### src/rtl/dm_arb_pkg.sv
// +----------------------------------------------------------------------------+
// | Module      : dm_arb_pkg                                                   |
// | Description : Shared constants for the data-memory arbiter.                |
// | Revision    : 1.0                                                          |
// +----------------------------------------------------------------------------+
`default_nettype none

package dm_arb_pkg;

    localparam int c_NPORT        = 2;
    localparam int c_LOCK_MAX_DEF = 8;

    localparam logic [1:0] c_IDLE = 2'd0;
    localparam logic [1:0] c_OWN0 = 2'd1;
    localparam logic [1:0] c_OWN1 = 2'd2;

endpackage

`default_nettype wire

### src/rtl/dm_byte_merge.sv
// +----------------------------------------------------------------------------+
// | Module      : dm_byte_merge                                                |
// | Description : Per-byte-lane merge of store data over the current word.     |
// | Revision    : 1.0                                                          |
// +----------------------------------------------------------------------------+
`default_nettype none

module dm_byte_merge (
    input  logic [31:0] wdata,
    input  logic [3:0]  be,
    input  logic [31:0] MemData,
    output logic [31:0] merged
);

    for (genvar i = 0; i < 4; i++) begin : g_lane
        assign merged[8*i +: 8] = be[i] ? wdata[8*i +: 8] : MemData[8*i +: 8];
    end

endmodule

`default_nettype wire

### src/rtl/dm_arbiter.sv
// +----------------------------------------------------------------------------+
// | Module      : dm_arbiter                                                   |
// | Description : Two-port data-memory arbiter with round-robin and burst lock.|
// | Revision    : 1.0                                                          |
// +----------------------------------------------------------------------------+
`default_nettype none

module dm_arbiter
    import dm_arb_pkg::*;
#(
    parameter int LOCK_MAX = c_LOCK_MAX_DEF
) (
    input  logic                  clk,
    input  logic                  reset,
    input  logic [c_NPORT-1:0]    req,
    input  logic [c_NPORT-1:0]    we,
    input  logic [c_NPORT-1:0]    lock,
    input  logic [63:0]           addr,
    input  logic [63:0]           wdata,
    input  logic [7:0]            be,
    output logic [c_NPORT-1:0]    gnt,
    output logic [c_NPORT-1:0]    rvalid,
    output logic [31:0]           rdata,
    output logic [31:0]           Address,
    output logic [31:0]           Data,
    output logic                  MemWrite,
    input  logic [31:0]           MemData
);

    localparam int c_BW = $clog2(LOCK_MAX + 1);

    logic [1:0]         r_state;
    logic [1:0]         w_state_nxt;
    logic               r_rr;
    logic               w_rr_nxt;
    logic [c_BW-1:0]    r_beat;
    logic [c_BW-1:0]    w_beat_nxt;
    logic [c_BW-1:0]    w_beat_inc;
    logic [c_NPORT-1:0] r_rvalid;
    logic [31:0]        r_rdata;

    logic [c_NPORT-1:0] w_gnt;
    logic               w_sel;
    logic               w_any;
    logic               w_we;
    logic               w_rd;
    logic [31:0]        w_addr;
    logic [31:0]        w_wdata;
    logic [3:0]         w_be;
    logic [31:0]        w_merged;
    logic               w_unused;

    // Grant is forced low while reset is held so nothing reaches memory.
    always_comb begin
        w_gnt = '0;
        if (reset) begin
            case (r_state)
                c_IDLE: begin
                    case (req)
                        2'b01:   w_gnt = 2'b01;
                        2'b10:   w_gnt = 2'b10;
                        2'b11:   w_gnt = r_rr ? 2'b10 : 2'b01;
                        default: w_gnt = 2'b00;
                    endcase
                end
                c_OWN0:  w_gnt = {1'b0, req[0]};
                c_OWN1:  w_gnt = {req[1], 1'b0};
                default: w_gnt = '0;
            endcase
        end
    end

    assign w_sel    = w_gnt[1];
    assign w_any    = |w_gnt;
    assign w_addr   = w_sel ? addr[63:32]  : addr[31:0];
    assign w_wdata  = w_sel ? wdata[63:32] : wdata[31:0];
    assign w_be     = w_sel ? be[7:4]      : be[3:0];
    assign w_we     = we[w_sel];
    assign w_rd     = w_any & ~w_we;
    assign w_unused = &{1'b0, w_addr[1:0]};

    dm_byte_merge u_merge (
        .wdata   (w_wdata),
        .be      (w_be),
        .MemData (MemData),
        .merged  (w_merged)
    );

    assign gnt      = w_gnt;
    assign Address  = w_any ? {w_addr[31:2], 2'b00} : 32'h0;
    assign Data     = w_any ? w_merged : 32'h0;
    assign MemWrite = w_any & w_we & (|w_be);
    assign rvalid   = r_rvalid;
    assign rdata    = r_rdata;

    assign w_beat_inc = r_beat + 1'b1;

    always_comb begin
        w_state_nxt = r_state;
        w_rr_nxt    = r_rr;
        w_beat_nxt  = r_beat;
        case (r_state)
            c_IDLE: begin
                if (w_any) begin
                    if (lock[w_sel]) begin
                        w_state_nxt = w_sel ? c_OWN1 : c_OWN0;
                        w_beat_nxt  = c_BW'(1);
                    end else begin
                        w_rr_nxt = ~w_sel;
                    end
                end
            end
            c_OWN0, c_OWN1: begin
                // The owner releases on dropped request/lock or when the burst cap is hit.
                if (!req[r_state[1]] || !lock[r_state[1]] || (w_beat_inc >= c_BW'(LOCK_MAX))) begin
                    w_state_nxt = c_IDLE;
                    w_rr_nxt    = ~r_state[1];
                    w_beat_nxt  = '0;
                end else begin
                    w_beat_nxt = w_beat_inc;
                end
            end
            default: begin
                w_state_nxt = c_IDLE;
                w_beat_nxt  = '0;
            end
        endcase
    end

    always_ff @(posedge clk) begin
        if (!reset) begin
            r_state  <= c_IDLE;
            r_rr     <= 1'b0;
            r_beat   <= '0;
            r_rvalid <= '0;
            r_rdata  <= '0;
        end else begin
            r_state  <= w_state_nxt;
            r_rr     <= w_rr_nxt;
            r_beat   <= w_beat_nxt;
            r_rvalid <= w_rd ? w_gnt : '0;
            if (w_rd) begin
                r_rdata <= MemData;
            end
        end
    end

endmodule

`default_nettype wire

### config.mk
export PLATFORM = sky130hd
export DESIGN_NAME = dm_arbiter
export DESIGN_NICKNAME = d
export VERILOG_FILES = /design/src/rtl/dm_arb_pkg.sv /design/src/rtl/dm_byte_merge.sv /design/src/rtl/dm_arbiter.sv
export SDC_FILE = /design/constraint.sdc
export NUM_CORES = 1
export LEC_CHECK = 0
export CAP_MARGIN = 10
export CELL_PAD_IN_SITES_DETAIL_PLACEMENT = 0
export CELL_PAD_IN_SITES_GLOBAL_PLACEMENT = 1
export CORE_MARGIN = 10
export CORE_UTILIZATION = 23
export CTS_CLUSTER_SIZE = 28
export DETAILED_ROUTE_END_ITERATION = 12
export PLACE_DENSITY_LB_ADDON = 0.3
export SETUP_SLACK_MARGIN = 0.1
export SLEW_MARGIN = 10
export SYNTH_ARGS = -nofsm -noshare
export SYNTH_HDL_FRONTEND = slang
export SYNTH_HIERARCHICAL = 1
export SYNTH_SLANG_ARGS = --single-unit
### constraint.sdc
create_clock -name clk -period 5.99 [get_ports clk]
set_input_delay 0.599 -clock clk [delete_from_list [all_inputs] [get_ports clk]]
set_output_delay 0.599 -clock clk [all_outputs]
set_load 0.05 [all_outputs]
==> results_dict.tcl <==
set metrics [dict create \
    status "completed" \
    port-buffer-count 270 \
    dieHeight_um 139 \
    finalCritPeriodShare 0.756 \
    crit_path_cell_trace "clkdlybuf4s50_1 > nand2b_1 > a21oi_1 > or2_1 > buf_4 > nand2_1 > and2_1 > clkdlybuf4s50_1" \
    synth_fa_ha_area_frac 0.0191 \
    cts_max_level 2 \
    syn_to_final_growth_pct 89.6 \
    ys_seq_area_frac 0.251 \
    dp_hpwl_um 12900 \
    syn_avg_cell_area_um2 7.35 \
    endpoint "Data[31]" \
    hold_viol 0 \
    hp-class "register to register" \
    rows 43 \
    drive_above_1_share 0.0780 \
    fin_nets 872 \
    die_w_um 139 \
    fillers 1397 \
    yosys_register_bits 41 \
    synth_top_family_by_area "simple AND/OR/NAND/NOR gates" \
    synth_xor_area_frac 0.00268 \
    path_common_cell "clkdlybuf4s50_1" \
    drv_slew 0 \
    reg2regPathDepth 9 \
    clkSlewWorstSetupHoldPaths_ns 0.06 \
    rsz0062_at_grt "false" \
    hold_buffers 0 \
    synth-simple-area-share 0.276 \
    ant_nets 0 \
    setup_viol 0 \
    clockRootBuffer "clkbuf_16" \
    hp-start "rdata[25]" \
    r2r_end "rdata[2]" \
    cts_tree "built" \
    max_stage_delay_ns 0.72 \
    cts_resized 0 \
    ys_async_sr_fraction 0 \
    viasPerCell 4.52 \
    fin_util 0.447 \
    clkSinkCount 41 \
    numCtsBuffers 5 \
    drt_iter0_markers 116 \
    crit_path_end_kind "output port" \
    synth_mux_area_frac 0.156 \
    antenna_found_initial 1 \
    wl_um 15700 \
    first_global_vias 4174 \
    drc 0 \
    num_vias 3950 \
    die_area_um2 19400 \
    start_kind "input pin" \
    r2r_start "r_state[1]" \
    crit_arrival_ns 3.93 \
    globalplace.congestion 0.835 \
    ys_warn_count 6 \
    cap_violations 0 \
    syn_inst 445 \
    cts_buffer_depth 2 \
    ys_types 44 \
    coreArea_um2 13900 \
    peakVddDrop_uv 112 \
    fin_setup_tns_ns 0 \
    power_density_nw_per_um2 307 \
    cp_max_fo 40 \
    power_leakage_nw 2.55 \
    tightest_slew_ns 0.959 \
    synth-compound-area-share 0.222 \
    synthFlopType "dfxtp_1" \
    postCtsSetupBuffers 0 \
    fmaxAchievable_mhz 221 \
    slowest_stage "clkdlybuf4s50_1" \
    grt_overflow 0 \
    ios 277 \
    cp-startpoint "req[0]" \
    netlist_area_um2 3270 \
    first_pass_iters 4 \
    seqCellArea_um2 821 \
    cp_data_required_time_ns 5.39 \
    wl_per_cell_um 18.0 \
    synth_edf_count 0 \
    finalCriticalPeriod_ns 4.53 \
    grt_pass1_wl_um 24200 \
    maxSlewHeadroom 0.359 \
    skew_ns 0.00747 \
    multi_input_area_um2 2230 \
    track_usage 0.153 \
    worstSetupPathType "input pin to output port" \
    r2r_slack_ns 3.06 \
    initial_core_util 0.236 \
    clock_latency_ns 0.28 \
    grt_max_degree 43 \
]
-- routing by layer --
layer,vias up,wire (um),global-route usage
li1,1992,-,-
met1,1782,5770,0.150
met2,168,8120,0.284
met3,8,1650,0.0749
met4,0,159,0.0313
met5,-,0,0
-- report_power, final --
part	internal (mW)	switching, mW
Clock	0.176	0.106
Combinational	0.495	0.772
Sequential	0.324	0.0309
Total	0.995	0.909
-- critical path, delay by kind of cell --
| family | cells | cell delay [ns] |
|---|---|---|
| AOI/OAI and AO/OA | 1 | 0.28 |
| buffers and inverters | 3 | 1.66 |
| and+or+nand+nor | 4 | 1.39 |
-- flip-flops by register name (all words and copies together), names as in the netlist --
register,count
rdata,32
r_beat,4
r_state,2
rvalid,2
r_rr,1
-- layout by cell type (no fill, tap or decap), types with 2 or more instances in the layout --
| master | synthesis | layout |
|---|---|---|
| nand3b_1 | 2 | 2 |
| clkdlybuf4s50_1 | 0 | 269 |
| mux2i_1 | 3 | 3 |
| nand2_1 | 153 | 153 |
| clkbuf_8 | 0 | 2 |
| dfxtp_1 | 41 | 41 |
| conb_1 | 1 | 2 |
| o21ai_1 | 30 | 30 |
| nand2b_1 | 2 | 2 |
| o41ai_1 | 2 | 2 |
| inv_1 | 5 | 5 |
| a21oi_1 | 3 | 3 |
| inv_2 | 2 | 2 |
| o21ai_0 | 34 | 34 |
| or2_1 | 3 | 3 |
| and2_1 | 33 | 33 |
| mux2_4 | 32 | 32 |
| buf_4 | 6 | 6 |
| a21boi_1 | 3 | 3 |
| clkbuf_16 | 0 | 5 |
| ha_1 | 5 | 5 |
| a22o_1 | 30 | 30 |
-- Yosys cell counts (2+ instances only) --
master	count	area share
buf_4	6	0.014
inv_2	2	0.0023
ha_1	5	0.019
o41ai_1	2	0.0054
and2_1	33	0.063
a21oi_1	3	0.0046
inv_1	5	0.0057
a21boi_1	3	0.0069
or2_1	3	0.0057
nand2b_1	2	0.0038
o21ai_1	30	0.046
clkbuf_1	18	0.021
nand2_1	153	0.18
mux2i_1	3	0.0092
a22o_1	30	0.080
buf_6	4	0.014
nor2_1	2	0.0023
dfxtp_1	41	0.25
buf_2	10	0.015
o21ai_0	34	0.052
mux2_4	32	0.15
nand3b_1	2	0.0046
-- final cells by class --
cell class              count  area share
repair buffers            276       0.442
well taps                 180      0.0363
inverters                   7     0.00424
flip-flops and latches     41       0.132
diodes                      1    0.000403
multi-input cells         360       0.359
clock inverters             1    0.000807
clock buffers               7      0.0246
-- how the worst min path moves through the flow --
stage,endpoint,cells after the start
finish,rdata[25],2
global route,rdata[20],2
CTS,rdata[25],2
detailed placement,rdata[25],2
global placement,rdata[11],2
floorplan,r_beat[2],2
-- metrics by stage --
| step | instance area [um^2] | hold WS [ns] | power, mW | std cells | setup slack (ns) |
|---|---|---|---|---|---|
| 6_report | 6200 | 0.446 | 1.90 | 873 | 1.46 |
| 4_1_cts | 6200 | 0.449 | 1.94 | 872 | 1.36 |
| 3_3_place_gp | 6040 | 0.435 | 1.63 | 864 | 1.40 |
| 5_1_grt | 6200 | 0.467 | 2.02 | 873 | 1.17 |
| 2_1_floorplan | 3270 | 0.443 | 1.19 | 446 | 2.52 |
| 3_5_place_dp | 6040 | 0.440 | 1.64 | 864 | 1.36 |
-- logic make-up after synthesis --
family | Yosys count
compound gates | 112
other cells | 1
xor+xnor | 1
mux | 35
flops | 41
buf+inv | 45
fa+ha+maj | 5
simple gates | 205
Power figures use the tool's default switching activity.
